--- config.mk ---
export PLATFORM = sky130hd
export DESIGN_NAME = ram_sp_be
export DESIGN_NICKNAME = d
export VERILOG_FILES = /design/src/rtl/ram_sp_be.sv
export SDC_FILE = /design/constraint.sdc
export NUM_CORES = 2
export LEC_CHECK = 0
export BUFFER_PORTS_ARGS = -buffer_cell sky130_fd_sc_hd__clkbuf_2
export CAP_MARGIN = 40
export CORE_MARGIN = 3
export CORE_UTILIZATION = 40
export DETAILED_ROUTE_END_ITERATION = 8
export PLACE_DENSITY = 0.69
export SLEW_MARGIN = 20
export SYNTH_ARGS = -nofsm -noshare
export SYNTH_HDL_FRONTEND = slang
export SYNTH_SLANG_ARGS = --single-unit
--- constraint.sdc ---
create_clock -name clk -period 3.2 [get_ports clk]
set_input_delay 0.64 -clock clk [delete_from_list [all_inputs] [get_ports clk]]
set_output_delay 0.64 -clock clk [all_outputs]
set_load 0.01 [all_outputs]
--- src/rtl/ram_sp_be.sv ---
// Single-port synchronous RAM with per-byte write enables, registered read data,
// zero-fill after reset and out-of-range address flagging.
module ram_sp_be #(
  parameter int unsigned DATA_W = 32,
  parameter int unsigned DEPTH  = 64,
  parameter int unsigned ADDR_W = 32,
  localparam int unsigned BE_W  = DATA_W / 8
) (
  input  logic              clk,
  input  logic              rst,
  input  logic              req,
  input  logic              we,
  input  logic [BE_W-1:0]   be,
  input  logic [ADDR_W-1:0] addr,
  input  logic [DATA_W-1:0] wdata,
  output logic [DATA_W-1:0] rdata,
  output logic              rvalid,
  output logic              err,
  output logic              busy
);

  localparam int unsigned     IDX_W    = (DEPTH > 1) ? $clog2(DEPTH) : 1;
  localparam logic [ADDR_W:0] DEPTH_X  = (ADDR_W + 1)'(DEPTH);
  localparam logic [IDX_W-1:0] LAST_IDX = IDX_W'(DEPTH - 1);

  typedef enum logic {
    ST_CLEAR = 1'b0,
    ST_READY = 1'b1
  } state_e;

  state_e              state_q, state_d;
  logic [IDX_W-1:0]    cnt_q, cnt_d;
  logic                busy_q, busy_d;
  logic [DATA_W-1:0]   rdata_q, rdata_d;
  logic                rvalid_q, rvalid_d;
  logic                err_q, err_d;

  logic                mem_we_c;
  logic [IDX_W-1:0]    mem_idx_c;
  logic [DATA_W-1:0]   mem_wdata_c;
  logic [BE_W-1:0]     mem_be_c;
  logic                acc_c;
  logic                in_range_c;
  logic [IDX_W-1:0]    idx_c;

  logic [DATA_W-1:0]   mem [DEPTH];

  // Full-width compare so large addresses never alias onto valid words.
  assign in_range_c = {1'b0, addr} < DEPTH_X;
  assign idx_c      = addr[IDX_W-1:0];
  assign acc_c      = req && !busy_q;

  always_comb begin
    state_d     = state_q;
    cnt_d       = cnt_q;
    busy_d      = busy_q;
    rdata_d     = rdata_q;
    rvalid_d    = 1'b0;
    err_d       = 1'b0;
    mem_we_c    = 1'b0;
    mem_idx_c   = cnt_q;
    mem_wdata_c = '0;
    mem_be_c    = '0;

    case (state_q)
      ST_CLEAR: begin
        mem_we_c = 1'b1;
        mem_be_c = '1;
        busy_d   = 1'b1;
        if (cnt_q == LAST_IDX) begin
          state_d = ST_READY;
          busy_d  = 1'b0;
          cnt_d   = '0;
        end else begin
          cnt_d = cnt_q + IDX_W'(1);
        end
      end
      ST_READY: begin
        busy_d = 1'b0;
        if (acc_c) begin
          err_d = !in_range_c;
          if (!we) begin
            rvalid_d = 1'b1;
            rdata_d  = in_range_c ? mem[idx_c] : '0;
          end else if (in_range_c) begin
            mem_we_c    = 1'b1;
            mem_idx_c   = idx_c;
            mem_wdata_c = wdata;
            mem_be_c    = be;
          end
        end
      end
      default: begin
        state_d = ST_CLEAR;
        cnt_d   = '0;
        busy_d  = 1'b1;
      end
    endcase
  end

  always_ff @(posedge clk or posedge rst) begin
    if (rst) begin
      state_q  <= ST_CLEAR;
      cnt_q    <= '0;
      busy_q   <= 1'b1;
      rdata_q  <= '0;
      rvalid_q <= 1'b0;
      err_q    <= 1'b0;
    end else begin
      state_q  <= state_d;
      cnt_q    <= cnt_d;
      busy_q   <= busy_d;
      rdata_q  <= rdata_d;
      rvalid_q <= rvalid_d;
      err_q    <= err_d;
    end
  end

  // Storage array has no reset; the fill sequence provides known contents.
  always_ff @(posedge clk) begin
    if (mem_we_c && !rst) begin
      for (int i = 0; i < int'(BE_W); i++) begin
        if (mem_be_c[i]) begin
          mem[mem_idx_c][8*i +: 8] <= mem_wdata_c[8*i +: 8];
        end
      end
    end
  end

  assign rdata  = rdata_q;
  assign rvalid = rvalid_q;
  assign err    = err_q;
  assign busy   = busy_q;

endmodule

---- After elaboration in Yosys (flattened, before gate mapping) ----
Memories as Yosys holds them, arrays and structs flattened.
Index checks and enable logic that the tools add are counted.
storage, ports and cells
  register bits ........................... 42
  word-level logic and storage cells ...... 57
  bits in writable memories ............... 2048
  input port bits ......................... 72
  memories kept ........................... 1
cells by class
  muxes and demuxes ....................... 39
  reductions and logical operators ........ 6
  $lt $le $gt $ge ......................... 1
  bitwise gates (word level) .............. 2
  add/subtract/negate cells ............... 1
  equality and inequality tests ........... 1
memories
  memory  words  bits a word  read ports  clocked after memory_dff  wr ports  line  text
  mem     64     32           1           0                         1         46    logic [DATA_W-1:0] mem [DEPTH];
operators with widths
  operator             number
  $mux 32              5
  $lt 32x7->1 const B  1
  $mux 6               5
  $mux 1               23
  $mux 4               3
  $pmux 4 s2           1
  $add 6x1->6 const B  1
  $eq 6x6->1 const B   1
  $pmux 1 s2           2
  $logic_not 1->1      3
  $reduce_and 3->1     1
  $logic_and 1x1->1    2
  $not 1->1            2

---- Logic depth before layout (Yosys ltp) ----
  depth in word-level cells ............... 8
  depth in mapped cells ................... 10
  mapped depth without buffers ............ 6

---- Worst setup path before layout ----
OpenSTA, ideal clock, no wires.
  path kind ............................... input to register
  start point ............................. in addr[27]
  end point ............................... mem mem[50][0], enable pin
  stages .................................. 8
  setup time .............................. 0.395 ns
  data arrival time ....................... 3.270 ns
  path slack .............................. -0.464 ns
  cell sequence ........................... nor4_4 -> nand4_4 -> nor4_4 -> buf_6 -> mux2i_2 -> clkbuf_1 -> nand2_1 -> nor4_1
on the way
  longest elaborated chain between the ends .. 8
  elaborated cells on any way between the ends .. 17
  those cells by class .................... order compare (1); mux (15); reduce/logical (1)
ends and longest elaborated chain
  what                                                line      text
  start, declared                                     14        input logic [ADDR_W-1:0] addr,
  $lt 32x7->1 (*)                                     49        assign in_range_c = {1'b0, addr} < DEPTH_X;
  $mux 4 / $mux 1 (equally long branches)             85        end else if (in_range_c) begin
  $mux 4 / $mux 1 (equally long branches)             82        if (!we) begin
  $mux 4 / $mux 1 (equally long branches)             80        if (acc_c) begin
  $pmux 4 s2 / $pmux 1 s2 (equally long branches)     65        case (state_q)
  $mux 1 / $logic_and 1x1->1 (equally long branches)  123, 121
  $mux 1                                              121       if (mem_we_c && !rst) begin
  $mux 1 (implied by the code)                        124       mem[mem_idx_c][8*i +: 8] <= mem_wdata_c[8*i +: 8];
  end, declared                                       46
Every way passes the cells marked *; elsewhere a longest branch is shown, timed or not.

---- Worst setup path after layout ----
  start point ............................. in addr[8]
  end point ............................... mem mem[51][12], enable pin
Same word-level chain as after synthesis.

==> qor.yml <==
logic_synthesis:
  synth_area_um2: 81400
  syn_area_per_cell_um2: 19.1
  synth-edff-count: 2048
  yosys-mux-area-fraction_pct: 13.6
  yosysSeqAreaShare_pct: 76.9
  ys_seq_elements: 2090
  synth-simple-area-share_pct: 3.58
  synthXorXnorAreaFrac_pct: 0.0215
  synthArstFlopShare_pct: 2.01
  synth_top_family_by_area: "multiplexers"
  synth-main-ff-cell: "edfxtp_1"
  synth-compound-area-share_pct: 4.38
  syn_nets: 4335
  synth_fa_ha_area_share_pct: 0.0154
  syn_inst: 4262
  yosysUniqueCellTypes: 41
  synth_warnings: 0
global_route:
  grt_max_degree: 73
  busiest_layer: "met2"
  grt_use_met3_pct: 3.19
  use_met2_pct: 33.7
  antenna_found_initial: 9
  grtUsageTotal_pct: 20.5
  grt_pass1_wl_um: 313000
  overflow: 0
  grt_use_met1_pct: 26.7
  grt_pass1_vias: 44900
floorplan:
  num_rows: 164
  io_pins: 107
  initial_core_util_pct: 40.5
  core_area_um2: 201000
  fp.dieW_um: 457
  die_h_um: 457
  die-area_um2: 209000
finish:
  final_area_um2: 100000
  final_cell_count_no_fill: 7872
  syn2layout_area_growth_pct: 23.0
  fin_nets: 5112
  drive_gt1_share_pct: 30.5
  final_util_pct: 49.8
  n_fill_cell: 15800
power_and_ir_drop:
  p_leak_nw: 29.9
  power-per-cell-area_nw_per_um2: 561
  fin_total_pwr_mw: 56.1
  ir_drop_v: 0.000435
job:
  drv_cap: 0
sta:
  hold_ws_ns: 0.196
  hold_violations: 0
  worst_slew_pin_slew_ns: 0.592
  fin_crit_sh_pct: 99.3
  grt_setup_unrepaired: "false"
  tns_ns: 0
  setup_violations: 0
  report.final.slew_viol_count: 0
  period_minus_slack_ns: 3.18
  fin_worst_skew_ns: 0.0597
  fmax_ghz: 0.315
  fin_ws_ns: 0.0229
  relSlewSlack_pct: 60.5
worst_hold_path:
  hold_depth: 2
  hp-class: "primary input to flop"
setup_path:
  cp_num_cells: 11
  crit_path_max_fanout: 8
  cpMaxStageDelayCell: "or3_1"
  crit_type: "primary input to flop"
  reg2reg_depth: 10
  worstPathCellList: "clkbuf_2, nor4_1, nand3_2, buf_4, nor4_4, buf_12, mux2_2, buf_12, or3_1, nor2_1, buf_4"
  slowest_delay_ns: 0.55
  critPathTopFamily: "simple AND/OR/NAND/NOR gates"
  critPathArrivalTime_ns: 3.71
  start_kind: "primary input"
  cp_num_buf_inv: 5
  cp-end-kind: "flop"
  cp_data_required_time_ns: 3.74
detailed_routing:
  remaining_drc_errors: 0
  vias_per_cell: 5.67
  wl_per_cell_um: 27.4
  antenna_left: 0
  wirelength_um: 216000
  drt_pre_antenna_iters: 6
  vias: 44700
  drt_first_iter_violations: 4886
clocking:
  clockBufferDepth: 3
  path_clk_slew_ns: 0.06
  htree_num_levels: 4
  clock_sinks: 2090
  cts_inserted_buffers: 202
  clk_latency_ns: 0.86
  tritoncts: "done"
  clock-root-buffer: "clkbuf_16"
placement:
  dp_slack_ns: -1.47
  dpl.hpwl_um: 148000
  dpl.cell_count: 7488
  dpl_cell_area_um2: 92900
  place_congestion: 0.916
  port_buffers: 106
run_status:
  status: "finished clean"
[Yosys cell counts (all sizes together), types with 33 or more instances]
| cell | instances | area share [%] |
|---|---|---|
| a41oi | 33 | 0.36 |
| mux2i | 520 | 6.4 |
| clkbuf | 157 | 0.72 |
| nor2 | 216 | 1.0 |
| buf | 129 | 0.77 |
| mux4 | 256 | 7.1 |
| a21oi | 34 | 0.21 |
| and2 | 33 | 0.25 |
| nor3 | 47 | 0.29 |
| dfrtp | 41 | 1.3 |
| nand3 | 153 | 0.94 |
| a22oi | 384 | 3.5 |
| o21ai | 35 | 0.22 |
| nand4 | 33 | 0.27 |
| edfxtp | 2048 | 76 |
| nand2 | 61 | 0.28 |
[sequential cells by signal, summed over array words and instances (netlist names)]
name / count
state_q: 1
rvalid: 1
err: 1
busy: 1
rdata: 32
mem: 2048
cnt_q: 6
[placed cells by master (no fill, tap or decap), drive strengths merged, types with 4 or more instances in the layout]
master / instances
a41oi: 33
nand4: 33
edfxtp: 2048
nor3: 47
a21oi: 34
nor2b: 5
nand2: 61
o21ai: 35
and2: 33
mux4: 256
clkinv: 101
clkbuf: 337
buf: 755
bufinv: 30
mux2i: 520
clkinvlp: 9
o31ai: 5
inv: 10
nor4: 14
dfrtp: 41
nand3: 153
nand2b: 19
mux2: 7
a22oi: 384
nor2: 216
or2: 4
or3: 10
[power by group]
part / internal (mW) / total (mW) / switching [mW]
clock: 14.2 / 24.6 / 10.4
sequential: 29.6 / 29.6 / 0
combinational: 0.771 / 1.96 / 1.19
total: 44.6 / 56.1 / 11.6
[layout make-up]
cell class	count	area [um^2]	area share, %
clock buffers	234	5220	5.21
well taps	2656	3320	3.32
flip-flops and latches	2090	62600	62.5
repair buffers	859	8820	8.81
multi-input cells	1880	18400	18.4
inverters	6	23.8	0.0238
diodes	3	7.51	0.00750
clock inverters	144	1740	1.74
[layer usage]
metal  vias up  routed length, um  part of all wire, %
li1      19000                  -                    -
met1     23400              83200                   39
met2      1944             106000                   49
met3       349              15400                  7.1
met4         2              10900                  5.1
met5         -                 13               0.0060
[final timing paths]
check | start | to | slack (ns)
max in group asynchronous | rst | busy | 2.19
min in group asynchronous | rst | rdata[7] | 0.36
max reg2reg | busy | mem[51][12] | 0.12
min reg2reg | rdata[11] | rdata[11] | 0.49
min | wdata[11] | mem[30][11] | 0.20
max | addr[8] | mem[51][12] | 0.02
[cells by family after synthesis]
group / Yosys count
flops: 2090
buf+inv: 292
simple gates: 601
mux: 783
xor+xnor: 2
fa+ha+maj: 1
compound gates: 493
[what timing repair did]
item / in CTS / in global routing
pin swaps: 1 / 3
endpoints found under the hold margin: 8 / 0
buffers inserted: 1 / 1
setup endpoints to repair: 587 / 343
hold buffers: 1 / 0
gates resized for setup: 22 / 5
No activity file was read; power rests on OpenSTA's default activity.
